==> src/rtl/pio_ram_responder.sv <==
// Far end of the 2-pin PIO RAM link: decodes request frames, serves them from a word RAM,
// and returns read data as response frames. Define PIO_RAM_RESP_STATS_EN to enable rd/wr counters.
//   state       | meaning
//   RX_IDLE     | waiting for an opcode symbol
//   RX_ADDR_RD  | shifting in the address of a read
//   RX_ADDR_WR  | shifting in the address of a write
//   RX_DATA_WR  | shifting in write data; RAM written on the last symbol
//   TX_IDLE     | driving 00
//   TX_START    | driving the 01 start symbol
//   TX_DATA     | driving data symbols, MSB pair first
module pio_ram_responder #(
  parameter int ADDR_BITS    = 8,
  parameter int DATA_BITS    = 16,
  parameter int READ_LATENCY = 2
) (
  input  logic        clk,
  input  logic        rst_n,
  input  logic [1:0]  req_pins,
  output logic [1:0]  resp_pins,
  output logic        busy,
  output logic        proto_err,
  output logic [15:0] rd_count,
  output logic [15:0] wr_count
);
  localparam int ADDR_SYM = ADDR_BITS / 2;
  localparam int DATA_SYM = DATA_BITS / 2;
  localparam int MAX_SYM  = (ADDR_SYM > DATA_SYM) ? ADDR_SYM : DATA_SYM;
  localparam int CNT_W    = $clog2(MAX_SYM) + 1;
  localparam int LAT_W    = $clog2(READ_LATENCY) + 1;

  typedef enum logic [1:0] {RX_IDLE, RX_ADDR_RD, RX_ADDR_WR, RX_DATA_WR} rx_state_t;
  typedef enum logic [1:0] {TX_IDLE, TX_START, TX_DATA} tx_state_t;

  rx_state_t            rx_state;
  tx_state_t            tx_state;
  logic [1:0]           req_q;
  logic [CNT_W-1:0]     rx_cnt;
  logic [CNT_W-1:0]     tx_cnt;
  logic [ADDR_BITS-1:0] addr_sh;
  logic [DATA_BITS-1:0] data_sh;
  logic [ADDR_BITS-1:0] addr_nx;
  logic [DATA_BITS-1:0] data_nx;
  logic [ADDR_BITS-1:0] rd_addr;
  logic [DATA_BITS-1:0] slot_data;
  logic [DATA_BITS-1:0] tx_sh;
  logic [LAT_W-1:0]     pend_cnt;
  logic                 pend_valid;
  logic                 fetch;
  logic                 rd_issue;
  logic                 rd_drop;
  logic                 wr_en;
  logic                 tx_start;
  logic [DATA_BITS-1:0] mem [2**ADDR_BITS];

  assign addr_nx  = {addr_sh[ADDR_BITS-3:0], req_q};
  assign data_nx  = {data_sh[DATA_BITS-3:0], req_q};
  assign rd_issue = (rx_state == RX_ADDR_RD) && (rx_cnt == '0);
  assign wr_en    = (rx_state == RX_DATA_WR) && (rx_cnt == '0);
  assign rd_drop  = rd_issue && pend_valid && (tx_state != TX_IDLE);
  // A new frame may start straight after the last data symbol, so no idle gap is inserted.
  assign tx_start = pend_valid && (pend_cnt == '0) &&
                    ((tx_state == TX_IDLE) || ((tx_state == TX_DATA) && (tx_cnt == '0)));
  assign busy     = (rx_state != RX_IDLE) || (tx_state != TX_IDLE) || pend_valid;

  always_ff @(posedge clk or negedge rst_n) begin
    if (!rst_n) begin
      req_q    <= 2'b00;
      rx_state <= RX_IDLE;
      rx_cnt   <= '0;
      addr_sh  <= '0;
      data_sh  <= '0;
    end else begin
      req_q <= req_pins;
      case (rx_state)
        RX_IDLE: begin
          rx_cnt <= CNT_W'(ADDR_SYM - 1);
          if (req_q == 2'b01)      rx_state <= RX_ADDR_RD;
          else if (req_q == 2'b10) rx_state <= RX_ADDR_WR;
        end
        RX_ADDR_RD: begin
          addr_sh <= addr_nx;
          if (rx_cnt == '0) rx_state <= RX_IDLE;
          else              rx_cnt   <= rx_cnt - CNT_W'(1);
        end
        RX_ADDR_WR: begin
          addr_sh <= addr_nx;
          if (rx_cnt == '0) begin
            rx_state <= RX_DATA_WR;
            rx_cnt   <= CNT_W'(DATA_SYM - 1);
          end else begin
            rx_cnt <= rx_cnt - CNT_W'(1);
          end
        end
        default: begin
          data_sh <= data_nx;
          if (rx_cnt == '0) rx_state <= RX_IDLE;
          else              rx_cnt   <= rx_cnt - CNT_W'(1);
        end
      endcase
    end
  end

  always_ff @(posedge clk or negedge rst_n) begin
    if (!rst_n) proto_err <= 1'b0;
    else if (((rx_state == RX_IDLE) && (req_q == 2'b11)) || rd_drop) proto_err <= 1'b1;
  end

  // Pending slot: accepted read waits READ_LATENCY-1 edges before it may start a frame.
  always_ff @(posedge clk or negedge rst_n) begin
    if (!rst_n) begin
      pend_valid <= 1'b0;
      pend_cnt   <= '0;
      rd_addr    <= '0;
      fetch      <= 1'b0;
    end else if (rd_issue && !rd_drop) begin
      pend_valid <= 1'b1;
      pend_cnt   <= LAT_W'(READ_LATENCY - 1);
      rd_addr    <= addr_nx;
      fetch      <= 1'b1;
    end else begin
      fetch <= 1'b0;
      if (tx_start)          pend_valid <= 1'b0;
      if (pend_cnt != '0)    pend_cnt   <= pend_cnt - LAT_W'(1);
    end
  end

  always_ff @(posedge clk) begin
    if (wr_en) mem[addr_sh] <= data_nx;
    if (fetch) slot_data <= mem[rd_addr];
  end

  always_ff @(posedge clk or negedge rst_n) begin
    if (!rst_n) begin
      tx_state  <= TX_IDLE;
      tx_cnt    <= '0;
      tx_sh     <= '0;
      resp_pins <= 2'b00;
    end else begin
      case (tx_state)
        TX_IDLE: begin
          if (tx_start) begin
            tx_state  <= TX_START;
            resp_pins <= 2'b01;
          end else begin
            resp_pins <= 2'b00;
          end
        end
        TX_START: begin
          tx_state  <= TX_DATA;
          resp_pins <= slot_data[DATA_BITS-1 -: 2];
          tx_sh     <= {slot_data[DATA_BITS-3:0], 2'b00};
          tx_cnt    <= CNT_W'(DATA_SYM - 1);
        end
        default: begin
          if (tx_cnt != '0) begin
            resp_pins <= tx_sh[DATA_BITS-1 -: 2];
            tx_sh     <= {tx_sh[DATA_BITS-3:0], 2'b00};
            tx_cnt    <= tx_cnt - CNT_W'(1);
          end else if (tx_start) begin
            tx_state  <= TX_START;
            resp_pins <= 2'b01;
          end else begin
            tx_state  <= TX_IDLE;
            resp_pins <= 2'b00;
          end
        end
      endcase
    end
  end

`ifdef PIO_RAM_RESP_STATS_EN
  always_ff @(posedge clk or negedge rst_n) begin
    if (!rst_n) begin
      rd_count <= 16'd0;
      wr_count <= 16'd0;
    end else begin
      if (tx_start) rd_count <= rd_count + 16'd1;
      if (wr_en)    wr_count <= wr_count + 16'd1;
    end
  end
`else
  assign rd_count = 16'd0;
  assign wr_count = 16'd0;
`endif

endmodule

==> config.mk <==
export PLATFORM = sky130hd
export DESIGN_NAME = pio_ram_responder
export DESIGN_NICKNAME = d
export VERILOG_FILES = /design/src/rtl/pio_ram_responder.sv
export SDC_FILE = /design/constraint.sdc
export NUM_CORES = 2
export LEC_CHECK = 0
export BUFFER_PORTS_ARGS = -buffer_cell sky130_fd_sc_hd__buf_2
export CAP_MARGIN = 20
export CORE_MARGIN = 2
export CORE_UTILIZATION = 53
export DETAILED_ROUTE_END_ITERATION = 10
export GPL_ROUTABILITY_DRIVEN = 1
export PLACE_DENSITY = 0.74
export SKIP_CTS_REPAIR_TIMING = 1
export SLEW_MARGIN = 0
export SYNTH_ARGS = -nofsm -noshare
export SYNTH_HDL_FRONTEND = slang
export SYNTH_SLANG_ARGS = --single-unit
==> constraint.sdc <==
create_clock -name clk -period 10.97 [get_ports clk]
set_clock_uncertainty 0.1 [all_clocks]
set_input_delay 1.6455 -clock clk [delete_from_list [all_inputs] [get_ports clk]]
set_output_delay 1.6455 -clock clk [all_outputs]
set_load 0.02 [all_outputs]
==> reports/results.ini <==
[worst_setup_path]
end_kind = flop
cp_cell_sequence = buf_12 -> buf_4 -> mux4_2 -> mux4_2 -> a22o_1 -> o32ai_1 -> nor4_2
critPathTopFamily = buffers and inverters
cp.arrival_ps = 6030
critical_path.startpoint_type = flop
crit_path_top_delay_cell = dfrtp_4
cpMostUsedCell = mux4_2
cp_slowest_stage_delay_ps = 1030
required_ps = 11490
timing.critical_path.fanout_max = 92
critPathKind = reg -> reg
cp_num_buf_inv = 2

[clocking]
cts_root_buffer = clkbuf_16
maximum_clock_insertion_buffer_count = 4
clk_pin_slew_worst_setup_hold_paths_ps = 60
cts_tree = built
h_tree_level_count = 5
cts_inserted_buffers = 399
insertion_delay_ps = 930
clock-sinks = 4177

[routing]
dr_wl_met2_mm = 199
vias = 82022
antenna_violating_nets_post_route = 0
viasPerCell = 6.64
drt_iter0_markers = 12571
m1WireLength_mm = 148
drt-wirelength-per-cell_um = 33.9
routed_wl_mm = 419
drc = 0
detailroute.wirelength.met3_mm = 50.6
route.top_layer_used = met5
drt_pre_antenna_iters = 6

[logic_synthesis]
syn-mean-instance-area_sq_um = 21.5
synth_edf_count = 4112
ys.flop_type = edfxtp_1
mappedNetlistArea_sq_mm = 0.163
post_synth_adder_cell_area_pct = 0.0769
synthCells = 7555
number_of_distinct_standard_cells_referenced_by_the_synthesized_netlist = 86
synth.yosys.warnings = 0
synth_seq_area_share_pct = 76.9
muxShareOfSynthArea_pct = 15.6
synth_async_sr_flop_share_pct = 1.56
largest_family_of_logic_cells_by_synthesized_area = multiplexers
synth_simple_gate_area_share_pct = 2.23
synth_compound_gate_area_share_pct = 2.98
yosys.area_share.xor_xnor_pct = 0.0215
synth.ff_latch_count = 4177

[sta]
rsz_0062_raised_after_global_routing = no
fmax_mhz = 181
timing.final.setup_violations = 0
final_period_minus_worst_setup_slack_ps = 5510
drv_slew = 29
fin_tns_setup_ps = 0
fin_ws_ps = 5460
hold_ws_ps = 386
relSlewSlack_pct = -0.993
finalHoldViolCount = 0
finalCritPeriodShare_pct = 50.2
transition_at_the_pin_with_the_smallest_max_transition_slack_ps = 1510

[finish]
fin_util_pct = 59.3
drive_above_1_share_pct = 23.8
final_net_count = 7946
nFillCells = 20883
areaGrowthSynthToFinish_pct = 11.4

[floorplan]
fp.coreArea_sq_mm = 0.306
die_y_um = 558
starting_utilization_of_the_core_area_pct = 53.2
total_die_area_sq_mm = 0.312
dieWidth_um = 558
i_o_pin_total = 40
num_rows = 203

[grt]
via_count_of_the_first_global_routing_pass = 80804
globalRouteTotalUtil_pct = 26.8
grt_pass1_wl_mm = 596
pin_count_of_the_biggest_net_entering_global_routing = 189
gr-total-overflow = 0
grt_antenna_before_repair = 18

[placement]
numPortBuffers = 7
preCtsSetupSlack_ps = 5550
dpl.hpwl_mm = 241
globalplace.congestion = 0.921

[status]
run_status = finished, violations left
violations = slew limit

[min_path]
min-delay-path-class = reg -> reg

[power_and_ir_drop]
leakagePower_nw = 56.5
pwr_density_cell_mw_per_mm2 = 258
power.ir.vdd_worst_mv = 0.268

[flow_run]
timing.max_cap.violations = 0

-- kinds of logic after synthesis --
family          Yosys count
other cells               1
fa+ha+maj                10
simple gates            795
compound gates          669
buf+inv                 491
flops                  4177
xor+xnor                  4
mux                    1408
-- area by class of cell --
class / count / area, sq um / area share, %
Multi-Input combinational cell: 2918 / 34300 / 18.9
Timing Repair Buffer: 419 / 3640 / 2.01
Sequential cell: 4177 / 125000 / 69.1
Clock buffer: 489 / 10500 / 5.80
Clock inverter: 232 / 2440 / 1.35
Inverter: 17 / 78.8 / 0.0435
Antenna cell: 8 / 20.0 / 0.0110
Tap cell: 4100 / 5130 / 2.83
-- Yosys cell counts (all sizes together), types with 6 or more instances --
cell	number	area [sq um]
o221ai	176	1560
a31oi	17	106
nor2b	11	68.8
nor4	55	369
inv	17	63.8
o21a	8	60.1
nand3	23	125
nor2	325	1220
buf	301	2910
a211oi	43	328
a211o	8	70.1
nand2	187	707
nor3	98	490
nand4	17	106
mux4	884	20000
o21ai	41	205
a21oi	106	531
o31ai	12	90.1
ha	10	125
dfrtp	65	1630
edfxtp	4112	123000
a22o	33	289
or2	18	113
clkbuf	166	653
and3	25	158
or3	6	37.5
a22oi	27	203
o311a	9	90.1
nand2b	6	37.5
o311ai	12	105
o32ai	9	78.8
mux2	30	338
mux2i	494	4940
o22ai	139	888
-- registers in the layout, indices dropped and copies added, names as in the netlist, 4 cells and up --
name and flops:
rx_cnt 4, data_sh 14, tx_cnt 4, tx_sh 14, rd_addr 8, addr_sh 8, slot_data 16, mem 4096
-- layer usage --
metal | global-route usage, % | vias up
li1 | - | 32531
met1 | 36.0 | 42871
met2 | 41.9 | 5662
met3 | 6.68 | 938
met4 | 12.0 | 20
met5 | 0 | -
-- report_power, final --
group	switching (mW)	total, mW	leakage (nW)	internal (mW)
Combinational	8.31	12.7	12.3	4.40
Clock	5.85	13.7	6.29	7.90
Sequential	0.621	20.4	37.9	19.8
Total	14.8	46.8	56.5	32.1
-- tightest hold or removal path, cell delays in order, from the launching register on --
cell     delay, ps
dfrtp_1        350
nand2_1         50
nand2_1         60
-- worst paths after layout --
kind                            start  slack [ps]  depth (start not counted)      endpoint
setup / recovery           rd_addr[0]        5460                          7  slot_data[4]
hold / removal               tx_sh[7]         390                          2      tx_sh[7]
setup reg to reg           rd_addr[0]        5460                          7  slot_data[4]
hold reg to reg              tx_sh[7]         390                          2      tx_sh[7]
max in group asynchronous       rst_n        9270                          2    rd_addr[3]
min in group asynchronous       rst_n         440                          1    data_sh[9]
-- stage by stage --
step	power, mW	instance area (sq um)	std cells
after detailed placement	33.1	168000	11616
after floorplan	29.3	163000	7586
final	46.8	181000	12360
after global placement	32.7	168000	11596
after global routing	48.0	181000	12356
after CTS	46.7	181000	12337
-- placed cells by master (no fill, tap or decap), types with 11 or more instances in the layout --
cell type and count:
buf_12 18, a31oi_1 17, dfrtp_1 44, o311ai_1 11
a21oi_1 106, o31ai_1 12, o221ai_1 173, clkinv_2 60
buf_16 12, clkinv_1 87, dfrtp_4 21, clkbuf_1 79
nand3_1 17, mux2i_1 494, inv_6 11, a211oi_1 39
inv_1 14, nand4_1 17, mux4_2 849, a22o_1 33
nor3_1 97, mux4_1 35, o21ai_0 41, or2_2 17
o22ai_1 136, clkbuf_16 406, conb_1 32, mux2_2 30
a22oi_1 27, nor2_2 28, buf_4 367, and3_1 24
edfxtp_1 4112, nor4_1 49, nor2_1 297, nor2b_1 11
clkinvlp_4 16, nand2_1 182, bufinv_16 46
Power figures use the tool's default switching activity.
